`src/rtl/instr_issue_ctrl.sv`:
```
// instr_issue_ctrl: FIFO-fed instruction issuer with gap spacing and HALT opcode; define ISSUE_STATUS_EN for sticky status flags
module instr_issue_ctrl #(
  parameter int DEPTH = 4,
  parameter int ISSUE_GAP = 2
) (
  input  logic                     pad_clk,
  input  logic                     pad_rst,
  input  logic [19:0]              in_data,
  input  logic                     in_valid,
  output logic                     in_ready,
  input  logic                     flush,
  input  logic                     resume,
  input  logic [2:0]               flag_in,
  output logic [19:0]              instr_out,
  output logic                     instr_valid,
  output logic                     halted,
  output logic [$clog2(DEPTH):0]   level,
  output logic [2:0]               status
);
  localparam int AW = $clog2(DEPTH);
  localparam logic [AW:0] FULL = (AW+1)'(DEPTH);
  localparam logic [3:0] GAP_LD = ISSUE_GAP == 0 ? 4'd0 : 4'(ISSUE_GAP - 1);
  typedef enum logic [1:0] {IDLE, WAIT, HALTED} state_t;
  state_t state, state_nx;
  logic [19:0] mem [DEPTH];
  logic [AW-1:0] wr_ptr, rd_ptr;
  logic [3:0] gap_cnt;
  logic push, pop, is_halt, issue;
  logic [19:0] head;
  assign in_ready = (level != FULL) && !flush;
  assign push = in_valid && in_ready;
  assign head = mem[rd_ptr];
  assign is_halt = head[19:16] == 4'hF;
  assign pop = (state == IDLE) && (level != '0);
  assign issue = pop && !is_halt;
  // state register
  always_ff @(posedge pad_clk)
    if (pad_rst) state <= IDLE;
    else state <= state_nx;
  // next-state logic; flush always returns to IDLE
  always_comb begin
    state_nx = flush ? IDLE :
               state == IDLE ? (pop ? (is_halt ? HALTED : (ISSUE_GAP == 0 ? IDLE : WAIT)) : IDLE) :
               state == WAIT ? (gap_cnt == 4'd0 ? IDLE : WAIT) :
               (resume ? IDLE : HALTED);
  end
  // state-decoded outputs
  always_comb begin
    halted = state == HALTED;
  end
  // FIFO storage, written only when a word is accepted
  always_ff @(posedge pad_clk)
    if (push) mem[wr_ptr] <= in_data;
  // pointers, occupancy, gap counter and issue register
  always_ff @(posedge pad_clk) begin
    if (pad_rst) begin
      wr_ptr <= '0;
      rd_ptr <= '0;
      level <= '0;
      gap_cnt <= 4'd0;
      instr_out <= 20'h0;
      instr_valid <= 1'b0;
    end else if (flush) begin
      wr_ptr <= '0;
      rd_ptr <= '0;
      level <= '0;
      gap_cnt <= 4'd0;
      instr_valid <= 1'b0;
    end else begin
      wr_ptr <= wr_ptr + AW'(push);
      rd_ptr <= rd_ptr + AW'(pop);
      level <= level + (AW+1)'(push) - (AW+1)'(pop);
      gap_cnt <= issue ? GAP_LD : (state == WAIT && gap_cnt != 4'd0) ? gap_cnt - 4'd1 : gap_cnt;
      instr_valid <= issue;
      if (issue) instr_out <= head;
    end
  end
`ifdef ISSUE_STATUS_EN
  // sticky flags sampled the cycle after each issue
  always_ff @(posedge pad_clk)
    if (pad_rst || flush) status <= 3'b000;
    else if (instr_valid) status <= status | flag_in;
`else
  logic unused_flags;
  assign unused_flags = ^flag_in;
  assign status = 3'b000;
`endif
endmodule
```
`config.mk`:
```
export PLATFORM = sky130hd
export DESIGN_NAME = instr_issue_ctrl
export DESIGN_NICKNAME = d
export VERILOG_FILES = /design/src/rtl/instr_issue_ctrl.sv
export SDC_FILE = /design/constraint.sdc
export NUM_CORES = 1
export LEC_CHECK = 0
export CORE_ASPECT_RATIO = 0.8
export CORE_MARGIN = 4
export CORE_UTILIZATION = 49
export CTS_BUF_LIST = sky130_fd_sc_hd__clkbuf_8 sky130_fd_sc_hd__clkbuf_16
export DETAILED_ROUTE_END_ITERATION = 6
export HOLD_SLACK_MARGIN = 0.15
export PLACE_DENSITY = 0.75
export SLEW_MARGIN = 0
export SYNTH_ARGS = -nofsm -noshare
export SYNTH_HDL_FRONTEND = slang
export SYNTH_SLANG_ARGS = --single-unit
```
`constraint.sdc`:
```
create_clock -name pad_clk -period 2.85 [get_ports pad_clk]
set_input_delay 0.57 -clock pad_clk [delete_from_list [all_inputs] [get_ports pad_clk]]
set_output_delay 0.57 -clock pad_clk [all_outputs]
set_load 0.1 [all_outputs]
```
# Word-level counts from Yosys, hierarchy flattened
# Memories as Yosys holds them, arrays and structs flattened. A register that Yosys moved wholly into a read port is not among the register bits.
# Index checks and enable logic that the tools add are counted.
# op_classes
addsub	5
n_eq_ne	4
muxes	11
n_bitwise	1
reduce_logical	15
# op_table
cell	n
$mux W2	6
$logic_and A1 B1 Y1	5
$mux W1	5
$add A2 B1 Y2	2
$eq A4 B4 Y1 const B	1
$logic_not A4 Y1	1
$reduce_bool A4 Y1	1
$sub A4 B1 Y4 const B	1
$add A3 B1 Y3	1
$ne A3 B3 Y1 const B	1
$reduce_bool A3 Y1	1
$reduce_or A3 Y1	1
$sub A3 B1 Y3	1
$eq A2 B1 Y1 const B	1
$eq A2 B2 Y1 const B	1
$logic_not A1 Y1	2
$logic_not A2 Y1	1
$reduce_and A2 Y1	1
$reduce_bool A2 Y1	1
$reduce_or A2 Y1	1
$not A1 Y1	1
# word_totals
reg_bits	34
ram_bits	80
inputBits	28
out_inout_bits	29
elab_cells	45
memories	1
# mem_list
memory	depth	word_bits	rd	rd_ports_with_merged_regs	write_ports	line	source
mem	4	20	1	1	1	25	logic [19:0] mem [DEPTH];

# Logic depth before layout (Yosys ltp)
# Gate-level depths: netlist of the first run.
# logic_depth
word_depth	5
mapped_depth	10
depth_no_buf	10

# Worst setup path before layout of the first run
# OpenSTA, ideal clock, no wires.
# synth_path
path_kind	flip-flop to flip-flop
start	register level[1]
end	memory mem[1][0], enable pin
setup_ps	427
arrival_ps	4646
t_required_ps	2423
path_slack_ps	-2222
stages_incl_launch_ff	5
path_buffers	0
synth_period_minus_slack_ps	5072
cell_sequence	dfxtp_1 -> nor2_1 -> a21oi_1 -> nand2_1 -> nor3b_1
# synth_via
elab_chain_len	5
# synth_rtl
item	line	source
from (decl)	17	output logic [$clog2(DEPTH):0] level,
from (signal assigned)	72	level <= level + (AW+1)'(push) - (AW+1)'(pop);
$ne A3 B3 Y1	30	assign in_ready = (level != FULL) && !flush;
$logic_and A1 B1 Y1	30	
named net in_ready	10	output logic in_ready,
$logic_and A1 B1 Y1	31	assign push = in_valid && in_ready;
$mux W1	53	if (push) mem[wr_ptr] <= in_data;
$mux W1 (not written as such)	53	
to (decl)	25	
# The timed path passes the listed nets, and every way through them passes these cells.

# Final worst setup path of the first run
# layout_path
start	register level[1]
end	register level[2]
# layout_via
elab_chain_len	5
word_cells_on_any_way	7
classes_between	add/sub: 2; eq/ne: 1; reduce/logical: 4
# layout_rtl
item	line
$ne A3 B3 Y1	30
$logic_and A1 B1 Y1	30
$logic_and A1 B1 Y1	31
$add A3 B1 Y3	72
$sub A3 B1 Y3 *	72
# Every way passes the cells marked *; elsewhere a longest branch is shown, timed or not.
# A chain may end at the register's enable or synchronous reset.

==> impl_metrics.ini, run 1 <==
[clock_tree]
cts_hold_buf = 0
clk_latency_ns = 0.41
cts-root-buf = clkbuf_16
cts_tree = yes
clk_pin_slew_ns = 0.06
cts-resized-gates = 0
cts_buffers = 17
clock_path_buffers = 2
htree_levels = 4
clock-sinks = 114
post_cts_buffers = 0

[setup_path]
r2r_slack_ns = 0.57
max_stage_delay_ns = 0.37
path_class = flop to flop
crit_required_ns = 3.15
arrival_ns = 2.58
critPathTopFamily = adder cells
crit_slowest_cell = fa_1
path_cells = nor3_1 -> nor3_1 -> ha_1 -> inv_1 -> ha_1 -> fa_1 -> xnor2_1 -> xnor2_1 -> nor2_1
start_kind = flop
path_max_fanout = 5
cp-end-kind = flop
cp_num_buf_inv = 1

[floorplan]
rows = 30
initial_core_util_pct = 51.2
dieArea_mm2 = 0.0106
die_h_um = 93.0
coreArea_mm2 = 0.00863
die_w_um = 114
io_pins = 57

[route]
wl_per_cell_um = 18.7
drc_errors = 0
vias = 2550
routed_wl_um = 8760
first_pass_iters = 4
drtIter0Drc = 117
drt.antenna.violating_nets = 0
viasPerCell = 5.45

[yosys]
synth.top_cell.area_share_pct = 54.3
netlist_area_mm2 = 0.00442
synthCells = 273
seq_area_frac_synth_pct = 69.7
synth_area_per_cell_um2 = 16.2
yosys_most_used_dff = edfxtp_1
synth_warnings = 0
synth_area_leaders = edfxtp_1, dfxtp_1, mux4_2
yosysUniqueCellTypes = 39
yosysTopAreaCell = edfxtp_1
synthArstFlopShare_pct = 0
synth_seq_cells = 114
synth_edf_count = 80

[sta]
fin_setup_tns_ns = 0
finalMaxSlewViolations = 0
period_needed_ns = 2.28
fin_crit_sh_pct = 80.1
hold_violations = 0
worst_pin_slew_ns = 0.625
max_freq_ghz = 0.438
rsz0062_at_grt = no
layout_setup_ws_ns = 0.568
finalSetupViolCount = 0
hold_ws_ns = 0.479
fin_worst_skew_ns = 0.0157
relSlewSlack_pct = 58.2

[global_routing]
grt_pass1_wl_um = 13800
grt.overflow.total = 0
grt_pass1_vias = 2607
grt_max_degree = 22
gr-usage-all-layers_pct = 17.9
antenna_found_initial = 0

[finish]
nNetsFinal = 378
antenna_cells = 0
final_layout_size_suffix_gt1_share_pct = 30.1
layout_commonest_cell = edfxtp_1
syn2layout_area_growth_pct = 29.5
postLayoutCellArea_mm2 = 0.00573
mostFrequentLayoutCells = edfxtp_1, buf_4, dfxtp_1, clkdlybuf4s50_1, a21oi_1

[placement]
hpwl_um = 5460
dpl_cell_area_mm2 = 0.00507
port_buffers = 50
gp_congestion = 0.736
pre_cts_ws_ns = 0.184

[power]
leakage_nw = 2.03
power.density_mw_per_mm2 = 1100
peakVddDrop_uv = 932
p_int_mw = 4.07
p_sw_mw = 2.22
power.share.sequential_pct = 32.8
p_sw_share_pct = 35.3
power_frac_clock_pct = 36.8
p_comb_share_pct = 30.3

[outcome]
status = complete, no violations

[job]
maxCapViolCount = 0

[hold_path]
hp-class = flop to flop
-- synthesized netlist by cell type, types with 3 or more instances --
cell type,number
edfxtp_1,80
ha_1,6
nor2b_1,3
mux4_2,14
o21ai_1,8
buf_6,3
nand2_1,3
buf_4,4
o221a_2,4
and2_1,7
a21oi_1,21
clkbuf_1,6
dfxtp_1,34
o21ai_0,8
nand3_1,18
xnor2_1,5
inv_1,7
mux4_1,6
nor3_1,4
nor2_1,10
-- cells by family after synthesis --
group,Yosys count,share of synthesized area [%]
flip-flops,114,69.7
multiplexers,20,10.7
XOR/XNOR,7,1.39
AND/OR/NAND/NOR,54,6.82
other,1,0.0848
buffers and inverters,24,2.97
AO/OA/AOI/OAI,46,6.20
adder cells (fa/ha/maj),7,2.15
-- through the flow --
step / utilization (%) / instances / total power [mW]
after floorplan: - / 275 / 3.60
final: 66.3 / 468 / 6.29
after CTS: 66.3 / 468 / 6.34
after global placement: 58.7 / 436 / 3.97
after global routing: 66.3 / 468 / 6.55
after detailed placement: 58.7 / 436 / 4.01
-- layout make-up --
type / count / area, um2
inverter: 7 / 26.3
clock buffer: 17 / 425
timing repair buffer: 66 / 568
fill: 602 / 2910
tap: 112 / 140
clock inverter: 15 / 230
multi-input combinational: 137 / 1240
sequential: 114 / 3090
-- worst reg2reg max path, delay by kind of cell, from the launching register on --
kind | cells | cell delay (ns)
simple gates | 3 | 0.59
buf+inv | 1 | 0.04
flops | 1 | 0.36
fa+ha+maj | 3 | 0.87
xor+xnor | 2 | 0.31
-- flip-flops by register name, summed over array words and instances (netlist names) --
signal       cells
rd_ptr           2
level            3
instr_valid      1
wr_ptr           2
gap_cnt          4
instr_out       20
state            2
mem             80
-- power by group through the flow --
stage | combinational (mW) | clock [mW] | sequential, mW
floorplan | 0.717 | 0 | 2.88
global placement | 1.88 | 0 | 2.09
detailed placement | 1.91 | 0 | 2.10
CTS | 1.92 | 2.35 | 2.07
global route | 2.02 | 2.44 | 2.09
finish | 1.91 | 2.32 | 2.07
-- worst paths after layout --
check             depth (start not counted)         start            to
hold reg to reg                           2  instr_out[6]  instr_out[6]
hold / removal                            2  instr_out[6]  instr_out[6]
setup reg to reg                          9      level[1]      level[2]
setup / recovery                          9      level[1]      level[2]
-- per-layer routing --
layer  global-route usage (%)  share of wire [%]  vias up
met5                        0                  0        -
met4                     7.32               0.47        0
met3                     6.53                7.1        4
met2                     28.8                 52       91
met1                     22.1                 40     1246
li1                         -                  -     1209
(Power assumes the default switching activity.)
==> run 2: changes to the inputs <==
- CORE_UTILIZATION: 49 -> 54
- PLACE_DENSITY: 0.75 -> 0.78
- clock period: 2.85 -> 2.3 ns (I/O delays scaled with it)
==> run 2 against run 1 <==
Die area down 8.6%. Maximum frequency up 9.0%. Flip-flop and latch count unchanged. Clock power up 13%. Setup slack worse by 0.36 ns. Sequential share of layout area down 0.81 points. Design area up 1.5%. Core utilization up 6.8 points. Non-clock buffer count up 3. Power up 23%.
==> impl_metrics.ini, run 2 (same netlist as run 1, synthesis figures left out) <==
[power]
p_sw_share_pct = 36.0
power_frac_clock_pct = 34.0
p_comb_share_pct = 32.6
p_sw_mw = 2.79
power.share.sequential_pct = 33.4
leakage_nw = 2.05
power.density_mw_per_mm2 = 1330
peakVddDrop_uv = 882
p_total_mw = 7.73
p_int_mw = 4.94

[route]
first_pass_iters = 4
drtIter0Drc = 185
vias = 2663
drc_errors = 0
viasPerCell = 5.70
wl_per_cell_um = 20.0
drt.antenna.violating_nets = 0
routed_wl_um = 9320

[global_routing]
antenna_found_initial = 0
grtUsageMet1_pct = 25.2
grt_pass1_vias = 2650
grt.overflow.total = 0
gr-usage-all-layers_pct = 20.8
grt_use_met3_pct = 6.93
grt_pass1_wl_um = 14500
grtUsageMet2_pct = 35.2
busiest_layer = met2
grt_max_degree = 22

[setup_path]
r2r_start = rd_ptr[0]
path_cells = mux4_1 -> nand4_2 -> buf_12 -> nand3_1 -> a21oi_1
cp_num_buf_inv = 1
path_max_fanout = 11
r2r_cells = 5
r2r_slack_ns = 0.21
r2r_end = instr_out[11]
critPathTopFamily = multiplexers
crit_required_ns = 2.72
cp-end-kind = flop
arrival_ns = 2.51
path_class = flop to flop
start_kind = flop
max_stage_delay_ns = 0.71
crit_slowest_cell = mux4_1

[clock_tree]
cts_buffers = 17
post_cts_buffers = 0
cts_tree = yes
cts-root-buf = clkbuf_8
clk_latency_ns = 0.51
clock_path_buffers = 2
htree_levels = 4
clock-sinks = 114
clk_pin_slew_ns = 0.06

[floorplan]
io_pins = 57
dieArea_mm2 = 0.00971
initial_core_util_pct = 55.7
die_h_um = 89.0
die_w_um = 109
coreArea_mm2 = 0.00795
rows = 29

[finish]
final_layout_size_suffix_gt1_share_pct = 33.1
layout_commonest_cell = edfxtp_1
top_register = mem
fillCellCount = 484
nNetsFinal = 381
syn2layout_area_growth_pct = 31.5
antenna_cells = 0
largest_reg_flops = 80
mostFrequentLayoutCells = edfxtp_1, buf_4, dfxtp_1, clkdlybuf4s50_1, a21oi_1
reg.largest.list = mem x80, instr_out x20, gap_cnt x4

[hold_path]
hp-class = flop to flop
hold_end = instr_out[10]
holdCritStartpoint = instr_out[10]
hold_depth = 2

[job]
maxCapViolCount = 0

[outcome]
status = complete, no violations

[sta]
period_needed_ns = 2.09
worst_pin_slew_ns = 0.495
relSlewSlack_pct = 66.7
rsz0062_at_grt = no
finalSetupViolCount = 0
max_freq_ghz = 0.478
layout_setup_ws_ns = 0.206
fin_crit_sh_pct = 91.0
fin_setup_tns_ns = 0
hold_violations = 0
fin_worst_skew_ns = 0.0138
finalMaxSlewViolations = 0

[placement]
hpwl_um = 5650
port_buffers = 50
pre_cts_ws_ns = -0.133
gp_congestion = 0.754
run 2: cell count changes in the layout (fill, tap and decap cells not counted), sizes merged:
cell      previous run  this run
buf                 42        45
clkbuf              17        20
bufinv               5         3
clkinvlp             1         3
inv                 10         8
clkinv               6         5
run 2: cell type report:
type | count | area, um2 | area share [%]
Clock buffer | 20 | 455 | 7.83
Sequential cell | 114 | 3090 | 53.2
Multi-Input combinational cell | 137 | 1300 | 22.3
Inverter | 7 | 26.3 | 0.452
Tap cell | 108 | 135 | 2.32
Timing Repair Buffer | 69 | 653 | 11.2
Clock inverter | 12 | 154 | 2.65
run 2: power groups by stage:
stage	Combinational [mW]	Clock (mW)	Sequential [mW]
final	2.52	2.63	2.58
after global routing	2.67	2.76	2.61
after CTS	2.53	2.66	2.58
after detailed placement	2.51	0	2.62
after global placement	2.46	0	2.60
after floorplan	0.958	0	3.58
run 2: stage by stage:
| stage | util [%] | instance area (um2) | hold WS (ns) | instances |
|---|---|---|---|---|
| 3_3_place_gp | 65.4 | 5200 | 0.455 | 435 |
| 3_5_place_dp | 65.4 | 5200 | 0.474 | 435 |
| 6_report | 73.2 | 5810 | 0.480 | 467 |
| 5_1_grt | 73.2 | 5810 | 0.509 | 467 |
| 2_1_floorplan | - | 4520 | 0.471 | 275 |
| 4_1_cts | 73.1 | 5810 | 0.484 | 467 |
run 2: per-layer routing:
layer / wire length, um / share of wire (%) / up-vias
met4: 89 / 0.95 / 0
li1: - / - / 1208
met5: 0 / 0 / -
met3: 764 / 8.2 / 7
met2: 4760 / 51 / 101
met1: 3710 / 40 / 1347
run 2: worst reg2reg max path, delay by kind of cell (launching register included):
| family | cells | cell delay, ns |
|---|---|---|
| compound gates | 1 | 0.19 |
| simple gates | 2 | 0.41 |
| mux | 1 | 0.71 |
| buf+inv | 1 | 0.19 |
| flops | 1 | 0.52 |
run 2: what timing repair did:
| item | in CTS | in global routing |
|---|---|---|
| hold buffers | 0 | 0 |
| endpoints found under the setup margin | 0 | 1 |
| resized for setup | 0 | 1 |
run 2: how the worst max path moves through the flow:
stage               startpoint             to  slack [ns]  depth (start not counted)
floorplan             level[1]      mem[1][0]       -0.41                          4
global placement         flush       level[2]       -0.09                         10
detailed placement       flush       level[2]       -0.13                         10
CTS                   level[1]       level[2]        0.10                          9
global route          level[1]       level[2]        0.10                          9
finish               rd_ptr[0]  instr_out[11]        0.21                          5
==> run 3: changes to the inputs <==
- CORE_UTILIZATION: 54 -> 50
- PLACE_DENSITY: 0.78 -> 0.73
==> run 3 against run 2 <==
Flip-flop and latch count unchanged. Clock skew decreased by 0.0063 ns. Global-route usage decreased by 3.5 points. Final cell count increased by 0.86%. Sequential share of layout area increased by 0.45 points. Largest cell class unchanged. Count of clock-buffer cells in the layout decreased by 1. Wire length decreased by 12%. Highest routed layer unchanged. Die area increased by 7.3%. Sequential power about the same. Combinational power decreased by 2%. Power decreased by 3.6%.
==> impl_metrics.ini, run 3 (same netlist as run 1, synthesis figures left out) <==
[outcome]
status = complete, no violations

[clock_tree]
clk_latency_ns = 0.51
clock-sinks = 114
post_cts_buffers = 0
cts_tree = yes
cts_buffers = 17
cts_hold_buf = 0
htree_levels = 4
clk_pin_slew_ns = 0.05
cts-root-buf = clkbuf_8
clock_path_buffers = 2

[sta]
finalMaxSlewViolations = 0
fin_crit_sh_pct = 90.0
rsz0062_at_grt = no
layout_setup_ws_ns = 0.230
hold_violations = 0
max_freq_ghz = 0.483
period_needed_ns = 2.07
finalSetupViolCount = 0
fin_worst_skew_ns = 0.00743
fin_setup_tns_ns = 0

[finish]
fin_cells = 471
mostFrequentLayoutCells = edfxtp_1, buf_4, dfxtp_1, clkdlybuf4s50_1, a21oi_1
final_layout_size_suffix_gt1_share_pct = 32.0
largest_reg_flops = 80
nNetsFinal = 381
reg.largest.list = mem x80, instr_out x20, gap_cnt x4
fillCellCount = 613
postLayoutCellArea_mm2 = 0.00577
syn2layout_area_growth_pct = 30.4
layout_commonest_cell = edfxtp_1
top_register = mem
antenna_cells = 0
fin_util_pct = 67.4

[setup_path]
start_kind = flop
path_max_fanout = 5
max_stage_delay_ns = 0.37
crit_required_ns = 2.69
path_class = flop to flop
path_cells = nor3_2 -> nor3_2 -> ha_4 -> inv_2 -> ha_4 -> fa_2 -> xnor2_2 -> xnor2_1 -> nor2_1
arrival_ns = 2.46
crit_slowest_cell = dfxtp_4
cp-end-kind = flop

[floorplan]
io_pins = 57
die_w_um = 113
initial_core_util_pct = 51.7
dieArea_mm2 = 0.0104
rows = 30
die_h_um = 92.1
coreArea_mm2 = 0.00856

[placement]
dpl.cell_count = 439
hpwl_um = 5290
gp_congestion = 0.731
pre_cts_ws_ns = -0.140
dpl_cell_area_mm2 = 0.00519
port_buffers = 50

[job]
maxCapViolCount = 0

[global_routing]
grt_max_degree = 22
grt_pass1_vias = 2577
antenna_found_initial = 0
grt.overflow.total = 0
gr-usage-all-layers_pct = 17.3
grt_pass1_wl_um = 13400

[power]
power.density_mw_per_mm2 = 1290
leakage_nw = 2.04
peakVddDrop_uv = 824

[route]
vias = 2582
drc_errors = 0
wl_per_cell_um = 17.4
viasPerCell = 5.48
drt.antenna.violating_nets = 0
first_pass_iters = 5
routed_wl_um = 8180
drtIter0Drc = 131

[hold_path]
hp-class = flop to flop
==> run 3: per-layer routing <==
layer / part of all wire [%] / track usage [%] / wire length, um / vias to the layer above
li1: - / - / - / 1201
met2: 50 / 26.8 / 4090 / 63
met1: 44 / 22.7 / 3620 / 1309
met3: 4.7 / 5.01 / 381 / 9
met5: 0 / 0 / 0 / -
met4: 1.1 / 7.91 / 93 / 0
==> run 3: worst paths after layout <==
| path | depth (start not counted) | endpoint | from | slack, ns |
|---|---|---|---|---|
| setup / recovery | 9 | level[2] | level[1] | 0.23 |
| hold / removal | 2 | instr_out[9] | instr_out[9] | 0.48 |
| setup reg to reg | 9 | level[2] | level[1] | 0.23 |
| hold reg to reg | 2 | instr_out[9] | instr_out[9] | 0.48 |
==> run 3: report_power, final <==
| group | internal, mW | switching, mW |
|---|---|---|
| combinational | 0.767 | 1.70 |
| sequential | 2.42 | 0.150 |
| clock | 1.57 | 0.838 |
| total | 4.76 | 2.69 |
==> run 3: timing repair <==
action / CTS / global route
resized for setup: 0 / 2
endpoints found under the setup margin: 0 / 2
hold endpoints to repair: 0 / 0
==> run 3: final cells by class <==
type | instances | area [um2] | area share, %
timing repair buffer | 69 | 641 | 11.1
clock buffer | 19 | 442 | 7.66
inverter | 7 | 26.3 | 0.456
sequential | 114 | 3090 | 53.6
tap | 112 | 140 | 2.43
clock inverter | 13 | 121 | 2.11
multi-input combinational | 137 | 1300 | 22.6
==> run 3: metrics by stage <==
stage	total power [mW]	hold slack [ns]
floorplan	4.54	0.471
global placement	5.02	0.463
detailed placement	5.07	0.464
CTS	7.51	0.476
global route	7.78	0.507
finish	7.45	0.475
==> run 3: worst max-delay path, delay by kind of cell, from the launching register on <==
kind	cells	cell delay [ns]
fa+ha+maj	3	0.78
simple gates	3	0.46
flops	1	0.37
xor+xnor	2	0.31
buf+inv	1	0.04
